===== src/rtl/aes_pkg.sv =====
// Shared AES types, constants and GF(2^8) constant multipliers.
// Optional feature macro: AES_INV_MIX_EN (adds the InvMixColumns multipliers).
package aes_pkg;

  typedef logic [127:0] aes_state_t;
  typedef logic [31:0]  aes_col_t;
  typedef logic [7:0]   aes_byte_t;

  typedef enum logic [1:0] {
    IDLE,
    CALC,
    DONE
  } mixcol_state_t;

  localparam int        AES_NCOLS = 4;
  localparam aes_byte_t AES_POLY  = 8'h1B;

  // Multiply by x modulo x^8+x^4+x^3+x+1: shift left, fold the carry back in.
  function automatic aes_byte_t xtime(input aes_byte_t b);
    return {b[6:0], 1'b0} ^ (b[7] ? AES_POLY : 8'h00);
  endfunction

  function automatic aes_byte_t gf_mul3(input aes_byte_t b);
    return xtime(b) ^ b;
  endfunction

`ifdef AES_INV_MIX_EN
  // Inverse multipliers share one x2/x4/x8 chain each.
  function automatic aes_byte_t gf_mul9(input aes_byte_t b);
    return xtime(xtime(xtime(b))) ^ b;
  endfunction

  function automatic aes_byte_t gf_mul11(input aes_byte_t b);
    return xtime(xtime(xtime(b))) ^ xtime(b) ^ b;
  endfunction

  function automatic aes_byte_t gf_mul13(input aes_byte_t b);
    return xtime(xtime(xtime(b))) ^ xtime(xtime(b)) ^ b;
  endfunction

  function automatic aes_byte_t gf_mul14(input aes_byte_t b);
    return xtime(xtime(xtime(b))) ^ xtime(xtime(b)) ^ xtime(b);
  endfunction
`endif

endpackage


===== src/rtl/mix_single_column.sv =====
// Combinational transform of one 32-bit AES column (byte a0 in bits [31:24]).
// With AES_INV_MIX_EN defined, inverse_i selects InvMixColumns; otherwise
// only the forward matrix exists and there is no mode input.
module mix_single_column
  import aes_pkg::*;
(
  input  aes_col_t col_i,
`ifdef AES_INV_MIX_EN
  input  logic     inverse_i,
`endif
  output aes_col_t col_o
);

  aes_byte_t a0, a1, a2, a3;
  aes_col_t  fwd_col;

  assign {a0, a1, a2, a3} = col_i;

  assign fwd_col = {xtime(a0) ^ gf_mul3(a1) ^ a2 ^ a3,
                    a0 ^ xtime(a1) ^ gf_mul3(a2) ^ a3,
                    a0 ^ a1 ^ xtime(a2) ^ gf_mul3(a3),
                    gf_mul3(a0) ^ a1 ^ a2 ^ xtime(a3)};

`ifdef AES_INV_MIX_EN
  aes_col_t inv_col;

  assign inv_col = {gf_mul14(a0) ^ gf_mul11(a1) ^ gf_mul13(a2) ^ gf_mul9(a3),
                    gf_mul9(a0) ^ gf_mul14(a1) ^ gf_mul11(a2) ^ gf_mul13(a3),
                    gf_mul13(a0) ^ gf_mul9(a1) ^ gf_mul14(a2) ^ gf_mul11(a3),
                    gf_mul11(a0) ^ gf_mul13(a1) ^ gf_mul9(a2) ^ gf_mul14(a3)};

  assign col_o = inverse_i ? inv_col : fwd_col;
`else
  assign col_o = fwd_col;
`endif

endmodule


===== src/rtl/mix_columns_seq.sv =====
// Sequential AES MixColumns: accepts a state, mixes one column per clock
// through a single shared column transform, then holds the result until taken.
// Optional feature macro: AES_INV_MIX_EN (inverse port selects InvMixColumns).
module mix_columns_seq
  import aes_pkg::*;
(
  input  logic       clk,
  input  logic       n_rst,
  input  logic       in_valid,
  output logic       in_ready,
  input  aes_state_t in_state,
  input  logic       inverse,
  output logic       out_valid,
  input  logic       out_ready,
  output aes_state_t out_state
);

  mixcol_state_t state_q, state_d;
  logic [1:0]    col_q, col_d;
  aes_state_t    in_q, in_d;
  aes_state_t    res_q, res_d;
  aes_col_t      col_in, col_mixed;

`ifdef AES_INV_MIX_EN
  logic inv_q, inv_d;
`else
  // Mode input has no function in a forward-only build.
  logic unused_inverse;
  assign unused_inverse = inverse;
`endif

  // State register.
  always_ff @(posedge clk or negedge n_rst) begin
    // NOTE: sequential state uses non-blocking assignments so every register
    // samples pre-edge values regardless of statement order.
    if (!n_rst) state_q <= IDLE;
    else        state_q <= state_d;
  end

  // Next-state logic; the column counter alone decides when CALC ends.
  always_comb begin
    // NOTE: default assignment first so no path leaves state_d unassigned
    // (which would infer a latch).
    state_d = state_q;
    case (state_q)
      IDLE:    if (in_valid)      state_d = CALC;
      CALC:    if (col_q == 2'd3) state_d = DONE;
      DONE:    if (out_ready)     state_d = IDLE;
      default:                    state_d = IDLE;
    endcase
  end

  // Handshake outputs decode straight from the registered state.
  always_comb begin
    in_ready  = (state_q == IDLE);
    out_valid = (state_q == DONE);
  end

  assign out_state = res_q;

  // Select the column currently being mixed (column 0 is the MS word).
  always_comb begin
    col_in = in_q[127:96];
    case (col_q)
      2'd0: col_in = in_q[127:96];
      2'd1: col_in = in_q[95:64];
      2'd2: col_in = in_q[63:32];
      2'd3: col_in = in_q[31:0];
      default: col_in = in_q[127:96];
    endcase
  end

  mix_single_column u_mix (
    .col_i     (col_in),
`ifdef AES_INV_MIX_EN
    .inverse_i (inv_q),
`endif
    .col_o     (col_mixed)
  );

  // Datapath next-state: capture on accept, write one column per CALC cycle.
  always_comb begin
    in_d  = in_q;
    col_d = col_q;
    res_d = res_q;
`ifdef AES_INV_MIX_EN
    inv_d = inv_q;
`endif
    if (state_q == IDLE && in_valid) begin
      in_d  = in_state;
      col_d = 2'd0;
`ifdef AES_INV_MIX_EN
      inv_d = inverse;
`endif
    end else if (state_q == CALC) begin
      // Counter wraps 3 -> 0 exactly on the CALC -> DONE transition.
      col_d = col_q + 2'd1;
      case (col_q)
        2'd0: res_d[127:96] = col_mixed;
        2'd1: res_d[95:64]  = col_mixed;
        2'd2: res_d[63:32]  = col_mixed;
        2'd3: res_d[31:0]   = col_mixed;
        default: res_d = res_q;
      endcase
    end
  end

  // Datapath registers; reset discards any partial result.
  always_ff @(posedge clk or negedge n_rst) begin
    if (!n_rst) begin
      in_q  <= '0;
      col_q <= 2'd0;
      res_q <= '0;
`ifdef AES_INV_MIX_EN
      inv_q <= 1'b0;
`endif
    end else begin
      in_q  <= in_d;
      col_q <= col_d;
      res_q <= res_d;
`ifdef AES_INV_MIX_EN
      inv_q <= inv_d;
`endif
    end
  end

endmodule


===== config.mk =====
export PLATFORM = sky130hd
export DESIGN_NAME = mix_columns_seq
export DESIGN_NICKNAME = d
export VERILOG_FILES = /design/src/rtl/aes_pkg.sv /design/src/rtl/mix_single_column.sv /design/src/rtl/mix_columns_seq.sv
export SDC_FILE = /design/constraint.sdc
export NUM_CORES = 1
export LEC_CHECK = 0
export ABC_CLOCK_PERIOD_IN_PS = 3250
export BUFFER_PORTS_ARGS = -buffer_cell sky130_fd_sc_hd__buf_2
export CORE_ASPECT_RATIO = 0.7
export CORE_MARGIN = 8
export CORE_UTILIZATION = 59
export CTS_BUF_LIST = sky130_fd_sc_hd__clkbuf_16
export CTS_CLUSTER_SIZE = 30
export DETAILED_ROUTE_END_ITERATION = 12
export GPL_TIMING_DRIVEN = 0
export MAX_ROUTING_LAYER = met4
export PLACE_DENSITY = 0.85
export REMOVE_ABC_BUFFERS = 1
export SKIP_LAST_GASP = 1
export SLEW_MARGIN = 40
export SYNTH_ARGS = -nofsm -noshare
export SYNTH_HDL_FRONTEND = slang
export SYNTH_SLANG_ARGS = --single-unit

===== constraint.sdc =====
create_clock -name clk -period 3.25 [get_ports clk]
set_input_delay 0.1625 -clock clk [delete_from_list [all_inputs] [get_ports clk]]
set_output_delay 0.1625 -clock clk [all_outputs]
set_load 0.05 [all_outputs]

# --- After elaboration in Yosys (flattened, before gate mapping) ---
# Cells that the tools add are included.
totals:
  ff_bits: 260
  inputBits: 133
  word_cells: 57
op_classes:
  addsub: 1
  eq_ne: 8
  mux: 11
  bitwise_logic: 21
  reduce_logical: 9
ops:
  columns: ["operator", "count"]
  rows:
  - ["$xor 8x8->8", 19]
  - ["$pmux 32 s4", 1]
  - ["$mux 5", 4]
  - ["$reduce_and 3->1", 5]
  - ["$mux 2", 5]
  - ["$xor 8x5->8", 1]
  - ["$eq 2x2->1 const B", 3]
  - ["$pmux 2 s3", 1]
  - ["$eq 2x1->1 const B", 2]
  - ["$logic_not 2->1", 2]
  - ["$ne 2x2->1 const B", 2]
  - ["$add 2x1->2 const B", 1]
  - ["$ne 2x1->1 const B", 1]
  - ["$reduce_bool 2->1", 1]
  - ["$logic_and 1x1->1", 1]
  - ["$not 1->1", 1]

# --- Longest topological paths before layout ---
# Gate-level depths: netlist of run 1.
depth:
  depth_word: 8
  ltp_mapped: 9
  depth_no_buf: 7

# --- Hierarchy ---
# From an unflattened synthesis of run 1, not the netlist that was laid out.
hier_totals:
  cells_unflattened: 760
  hier_area_um2: 12588.3
modules_own_cells:
  columns: ["module", "n_inst", "cells_per_inst", "area_per_inst_um2", "seq_area_each_um2"]
  rows:
  - ["mix_columns_seq", 1, 679, 11250.8, 6506.2]
  - ["mix_single_column", 1, 81, 1337.5, 0.0]

# --- Worst setup path after synthesis of run 1 ---
# Ideal clock, no wire load.
synth_timing:
  path_type: "register -> register"
  start: "reg state_q[0]"
  end: "reg in_q[65]"
  setup_ps: 125
  arrival_ps: 2354
  slack_ps: 771
  path_stages_with_launch: 7
  path_buffers: 3
  synth_period_minus_slack_ps: 2479
  cell_sequence: "dfrtp_1 > nor2_1 > and2_1 > clkbuf_1 > clkbuf_1 > clkbuf_1 > mux2_2"
synth_between:
  elab_chain_cells: 2
synth_lines:
  columns: ["item", "line_no", "source"]
  rows:
  - ["from (decl)", "mix_columns_seq.sv:18", "mixcol_state_t state_q, state_d;"]
  - ["from (signal assigned)", "mix_columns_seq.sv:37", "else state_q <= state_d;"]
  - ["$logic_not 2->1", null, null]
  - ["net in_ready", "mix_columns_seq.sv:10", "output logic in_ready,"]
  - ["$logic_and 1x1->1", "mix_columns_seq.sv:89", "if (state_q == IDLE && in_valid) begin"]
  - ["to (signal assigned)", "mix_columns_seq.sv:118", "in_q <= in_d;"]
  - ["to (decl)", "mix_columns_seq.sv:20", "aes_state_t in_q, in_d;"]
# The timed path passes the listed nets, and every way through them passes these cells.
# A chain may end at the register's enable or synchronous reset.

# --- Worst setup path in the final report of run 1 ---
layout_timing:
  start: "reg col_q[0]"
  end: "reg res_q[41], in the netlist out_state[41]"
layout_between:
  elab_chain_cells: 6
layout_lines:
  columns: ["item", "line_no", "source"]
  rows:
  - ["from (decl)", "mix_columns_seq.sv:19", "logic [1:0] col_q, col_d;"]
  - ["from (signal assigned)", "mix_columns_seq.sv:119", "col_q <= col_d;"]
  - ["$eq 2x2->1, or another cell as far along", "mix_columns_seq.sv:64", "case (col_q)"]
  - ["$pmux 32 s4", "mix_columns_seq.sv:64", null]
  - ["$mux 5", "aes_pkg.sv:20", "return {b[6:0], 1'b0} ^ (b[7] ? AES_POLY : 8'h00);"]
  - ["$xor 8x8->8", "aes_pkg.sv:20", null]
  - ["$xor 8x8->8 (on tied branches)", "mix_single_column.sv:21, aes_pkg.sv:24", null]
  - ["$xor 8x8->8", "mix_single_column.sv:21", "a0 ^ a1 ^ xtime(a2) ^ gf_mul3(a3),"]
  - ["to (signal assigned)", "mix_columns_seq.sv:120", "res_q <= res_d;"]
  - ["to (decl)", "mix_columns_seq.sv:21", "aes_state_t res_q, res_d;"]
# Several ways; a longest one is shown, not always the timed one.

==> results.json, run 1 <==
{
  "grt_pass1_vias": 9321,
  "die_height_microns": 135,
  "grt_start_max_net_pins": 76,
  "drc_errors": 0,
  "overflow": 0,
  "core_sq_um": 19700,
  "crit_path_start_kind": "flop",
  "crit_chain": "inv_1, ha_2, buf_16, a22oi_1, a21oi_1, xnor2_1, xor3_1, o21ai_1",
  "critPathMaxFanout": 22,
  "hold_path_class": "primary input to flop",
  "cts_max_level": 1,
  "io_pins": 263,
  "globalRouteMet1Util": 0.348,
  "syn_area_sq_um": 11800,
  "synth_cell_types": 33,
  "nets": 1441,
  "clkSlewWorstSetupHoldPaths_ns": 0.06,
  "numCtsBuffers": 25,
  "synth_seq_area_share": 0.550,
  "fp.dieW_microns": 185,
  "synth_common_cells": "dfrtp_1, nand2_1, mux2_2",
  "yosysWarnings": 0,
  "synth_edf_count": 0,
  "clk_latency_ns": 0.53,
  "status": "finished clean",
  "use_met3": 0.0556,
  "die-area_sq_um": 24900,
  "antenna_left": 0,
  "postPlaceCellArea_sq_um": 13500,
  "clock-sinks": 260,
  "setup_viol": 0,
  "crit_type": "flop to flop",
  "vias": 8814,
  "cts_tree": "yes",
  "area_growth_pct": 31.4,
  "syn_avg_cell_area_sq_um": 12.7,
  "tightest_slew_ns": 0.586,
  "cp-end-kind": "flop",
  "drive_gt1_frac": 0.363,
  "final_area_sq_um": 15600,
  "cp.arrival_ns": 3.46,
  "fin_skew_ns": 0.0209,
  "rsz0062_at_grt": "false",
  "via_per_inst": 5.53,
  "yosysMostFrequentCell": "dfrtp_1",
  "hpwl_mm": 21.2,
  "postSynthCellCount": 933,
  "crit_slowest_cell": "xor3_1",
  "clk_path_buf_depth": 3,
  "cts_setup_buffers": 0,
  "yosysTopAreaCell": "dfrtp_1",
  "wl_per_cell_microns": 21.7,
  "min_period_ns": 3.04,
  "routabilityCongestion": 0.783,
  "hold_viol_final": 0,
  "synth_ff_type": "dfrtp_1",
  "busiest_layer": "met2",
  "slew_headroom": 0.609,
  "critical-path-top-delay-family": "XOR/XNOR gates",
  "io_buffer_count": 261,
  "grt_pass1_wl_mm": 53.5,
  "dr.pass1.iters": 4,
  "synth_top_cell_area_share": 0.550,
  "grtUsageMet2": 0.468,
  "num_rows": 43,
  "antenna_found_initial": 4,
  "max_cap_viol_count": 0,
  "synthTopCellsByArea": "dfrtp_1, mux2_2, xnor3_1, nand2_1, o21ai_1",
  "initial_core_util": 0.600,
  "finalCritPeriodShare": 0.936,
  "synthArstFlopShare": 1.00,
  "grt_usage": 0.283,
  "max_freq_ghz": 0.329,
  "drt-initial-drc-count": 597,
  "ys_ff_latch": 260,
  "max_stage_delay_ns": 0.50,
  "crit_buf_inv": 2,
  "slew_violations": 0,
  "required_ns": 3.67,
  "routed_wl_mm": 34.6,
  "cts_root_buffer": "clkbuf_16"
}
## per-stage QoR
stage	hold slack (ns)	setup WS, ns	std cells	util	TNS [ns]
after floorplan	-0.133	-1.50	873	-	-191.87
after global placement	0.377	-2.56	1404	0.666	-1042.36
after detailed placement	0.105	0.250	1416	0.684	0
after CTS	0.0325	0.233	1588	0.787	0
after global routing	0.108	0.0758	1592	0.787	0
final	0.102	0.208	1593	0.788	0
## placed cells by master (no fill, tap or decap), types with 18 or more instances in the layout
cell type / synthesis / layout
dlygate4sd3_1: 0 / 130
a21oi_2: 18 / 18
xnor2_1: 18 / 18
a22oi_1: 27 / 27
o21ai_1: 74 / 74
buf_2: 10 / 260
nor2b_1: 29 / 28
dfrtp_1: 260 / 260
o21ai_0: 59 / 59
xnor3_1: 37 / 37
a21oi_1: 35 / 35
mux2_2: 126 / 126
clkbuf_16: 0 / 25
nand2_1: 136 / 132
## what timing repair did
action	4_1_cts	5_1_grt
resized for setup	0	0
hold buffers	130	0
endpoints found under the setup margin	0	0
hold endpoints to repair	272	0
## worst min-delay path: cells and delay by family
| kind | cells | cell delay (ns) |
|---|---|---|
| AOI/OAI and AO/OA | 2 | 0.28 |
| buffers and inverters | 1 | 0.11 |
## kinds of logic (layout without fill, tap and decap cells)
family                     count (synthesis)  after routing  synth area share
adders and majority gates                  5              5           0.00528
buffers and inverters                     66            451            0.0299
xor gates and xnor gates                  77             77             0.115
other                                      0              5                 0
and+or+nand+nor                          169            169            0.0610
muxes                                    128            128             0.122
DFF                                      260            260             0.550
AOI/OAI and AO/OA                        228            228             0.118
## state kept, by name, summed over array words and instances, names as in the netlist
signal,flops
state_q,2
in_q,128
out_state,128
col_q,2
## final timing paths
| path | startpoint | to | slack, ns | cells after the start |
|---|---|---|---|---|
| max | col_q[0]$_DFFE_PN0P_ | out_state[41]$_DFFE_PN0P_ | 0.21 | 8 |
| min | in_valid | state_q[0]$_DFFE_PN0P_ | 0.10 | 3 |
| max reg2reg | col_q[0]$_DFFE_PN0P_ | out_state[41]$_DFFE_PN0P_ | 0.21 | 8 |
| min reg2reg | out_state[40]$_DFFE_PN0P_ | out_state[40]$_DFFE_PN0P_ | 0.48 | 2 |
| max in group asynchronous | n_rst | out_state[1]$_DFFE_PN0P_ | 2.05 | 4 |
| min in group asynchronous | n_rst | in_q[109]$_DFFE_PN0P_ | 0.14 | 2 |
## cell type report
class / count / area [sq um]
diodes: 5 / 12.5
clock buffers: 25 / 626
clock inverters: 17 / 105
fillers: 1147 / 4190
inverters: 6 / 22.5
multi-input cells: 607 / 5050
flip-flops and latches: 260 / 6510
well taps: 270 / 338
repair buffers: 403 / 2890
## routing by layer
metal,routed length [microns],vias to the layer above
met5,0,-
met4,1130,0
met3,2580,90
met2,17100,390
met1,13800,4342
li1,-,3992
Power of run 1 is left out: the tool's default activity adds up to more than one toggle a clock period on the data nets, which glitch-free logic cannot reach.
==> inputs of run 2 (changes only) <==
- ABC_AREA: default -> 1
- CORE_UTILIZATION: 59 -> 60
- SLEW_MARGIN: 40 -> 20
==> run 2 against run 1 <==
Against the previous run: maximum frequency shrank 2.0%; clock skew shrank 0.0094 ns; synthesized cell count up 92%; first-iteration DRC count rose by 100%; non-clock buffer count down 4; count of clock-buffer cells in the layout unchanged; cell count increased by 53%; via count up 55%; synthesized area grew 11%; die area increased by 8.5%; cell area up 7.8%; register-to-register slack worse by 0.06 ns; critical path type unchanged.
==> results.json, run 2 <==
{
  "antenna_found_initial": 1,
  "nets": 2285,
  "synth_top_cell_area_share": 0.493,
  "synth_top_family_by_area": "simple AND/OR/NAND/NOR gates",
  "fp.dieW_microns": 193,
  "status": "finished clean",
  "most-common-layout-cells": "nand2_1, dfrtp_1, buf_2, nand3_1, dlygate4sd3_1",
  "grt_start_max_net_pins": 120,
  "yosysTopAreaCell": "dfrtp_1",
  "final.fill_count": 1507,
  "postSynthCellCount": 1790,
  "rsz0062_at_grt": "true",
  "critPathMaxFanout": 28,
  "cts_max_level": 1,
  "vias": 13679,
  "syn_area_sq_um": 13200,
  "slew_violations": 0,
  "synth_cell_types": 40,
  "numCtsBuffers": 25,
  "wl_per_cell_microns": 18.5,
  "clk_path_buf_depth": 3,
  "routed_wl_mm": 45.3,
  "drt-initial-drc-count": 1196,
  "required_ns": 3.67,
  "clock-sinks": 260,
  "hold_viol_final": 0,
  "fin_skew_ns": 0.0115,
  "ys_ff_latch": 260,
  "synth-compound-area-share": 0.0546,
  "min_period_ns": 3.10,
  "clkSlewWorstSetupHoldPaths_ns": 0.07,
  "synth_common_cells": "nand2_1, dfrtp_1, nand3_1",
  "initial_core_util": 0.610,
  "synth_mux_area_frac": 0,
  "cts_tree": "yes",
  "hpwl_mm": 27.4,
  "cp.arrival_ns": 3.53,
  "synthTopCellsByArea": "dfrtp_1, nand2_1, nand3_1, nor2_1, inv_1",
  "max_cap_viol_count": 0,
  "clk_latency_ns": 0.53,
  "synthArstFlopShare": 1.00,
  "cts_root_buffer": "clkbuf_16",
  "yosysWarnings": 0,
  "crit_type": "flop to flop",
  "synthSimpleGateAreaFrac": 0.393,
  "mostFrequentLayoutCell": "nand2_1",
  "postPlaceCellArea_sq_um": 14700,
  "routabilityCongestion": 0.897,
  "final_area_sq_um": 16800,
  "drc_errors": 0,
  "drive_gt1_frac": 0.185,
  "synth-xor-area-share": 0.00379,
  "io_pins": 263,
  "finalCritPeriodShare": 0.955,
  "die-area_sq_um": 27100,
  "core_sq_um": 21600,
  "io_buffer_count": 261,
  "overflow": 0,
  "synth_seq_area_share": 0.493,
  "area_growth_pct": 27.1,
  "synth_ff_type": "dfrtp_1",
  "grt_pass1_vias": 13775,
  "max_freq_ghz": 0.322,
  "slew_headroom": 0.465,
  "via_per_inst": 5.59,
  "num_rows": 45,
  "grt_pass1_wl_mm": 72.7,
  "hold_path_class": "primary input to async pin",
  "tightest_slew_ns": 0.801,
  "synth_adder_area_share": 0.00474,
  "syn_avg_cell_area_sq_um": 7.37,
  "yosysMostFrequentCell": "nand2_1",
  "cp-end-kind": "flop",
  "die_height_microns": 140,
  "grt_usage": 0.338,
  "setup_viol": 0,
  "dr.pass1.iters": 8,
  "cts_setup_buffers": 0,
  "antenna_left": 0,
  "synth_edf_count": 0,
  "crit_path_start_kind": "flop"
}
==> run 2: cell types whose count changed after synthesis, sizes merged, moves of 22 or more <==
cell	previous run	this run
nor2b	30	0
a21oi	60	4
nand3	0	141
nor2	1	99
xnor3	37	0
o21ai	133	70
xnor2	24	2
nand2	136	1029
mux2	126	0
inv	6	73
a22oi	30	0
==> run 2: metal layers <==
| metal | up-vias | part of all wire | GRT usage |
|---|---|---|---|
| li1 | 6270 | - | - |
| met1 | 6429 | 0.40 | 0.416 |
| met2 | 802 | 0.47 | 0.537 |
| met3 | 178 | 0.079 | 0.0620 |
| met4 | 0 | 0.048 | 0.166 |
| met5 | - | 0 | - |
==> run 2: metrics by stage <==
step                       util  hold WS (ns)  cells  setup WS (ns)  setup TNS (ns)
after CTS                 0.774         0.194   2444         0.0694               0
after global placement    0.669         0.354   2264          -4.32        -1463.16
final                     0.775         0.195   2445          0.147               0
after global routing      0.775         0.251   2445       -0.00926         -0.0267
after floorplan               -        -0.133   1721          -2.51         -310.60
after detailed placement  0.681         0.159   2272         0.0810               0
==> run 2: worst max-delay path, cell delays in order (launching register included) <==
cell	delay, ns
dfrtp_1	0.45
inv_1	0.13
ha_2	0.64
inv_1	0.38
o21ai_0	0.38
nor2_1	0.08
nor2_1	0.26
nand2_1	0.10
nand2_1	0.11
nand2_1	0.07
nand2_1	0.11
nand2_1	0.12
nand3_1	0.11
nand2_1	0.06
==> run 2: what timing repair did <==
action,in CTS,in global routing
setup endpoints to repair,0,51
gates resized for setup,0,3
endpoints found under the hold margin,195,0
hold buffers,130,0
==> run 2: worst paths after layout <==
| path | start | end | slack, ns | depth (start not counted) |
|---|---|---|---|---|
| setup / recovery | col_q[1]$_DFFE_PN0P_ | out_state[124]$_DFFE_PN0P_ | 0.15 | 13 |
| min in group clk | in_valid | state_q[0]$_DFFE_PN0P_ | 0.22 | 3 |
| max in group asynchronous | n_rst | out_state[70]$_DFFE_PN0P_ | 2.17 | 3 |
| hold / removal | n_rst | in_q[42]$_DFFE_PN0P_ | 0.19 | 2 |
| hold reg to reg | out_state[6]$_DFFE_PN0P_ | out_state[6]$_DFFE_PN0P_ | 0.48 | 2 |
| setup reg to reg | col_q[1]$_DFFE_PN0P_ | out_state[124]$_DFFE_PN0P_ | 0.15 | 13 |
==> run 2: logic make-up after synthesis <==
logic type	Yosys count
simple gates	1275
flops	260
compound gates	104
xor+xnor	4
buf+inv	142
fa+ha+maj	5
==> run 2: layout make-up <==
cell class / instances / area (sq um) / area share
flip-flops and latches: 260 / 6510 / 0.388
multi-input cells: 1388 / 6070 / 0.362
repair buffers: 399 / 2820 / 0.168
clock buffers: 25 / 626 / 0.0373
well taps: 282 / 353 / 0.0210
inverters: 73 / 284 / 0.0169
clock inverters: 17 / 103 / 0.00612
diodes: 1 / 2.50 / 0.000149
Power of run 2 is left out for the same reason.
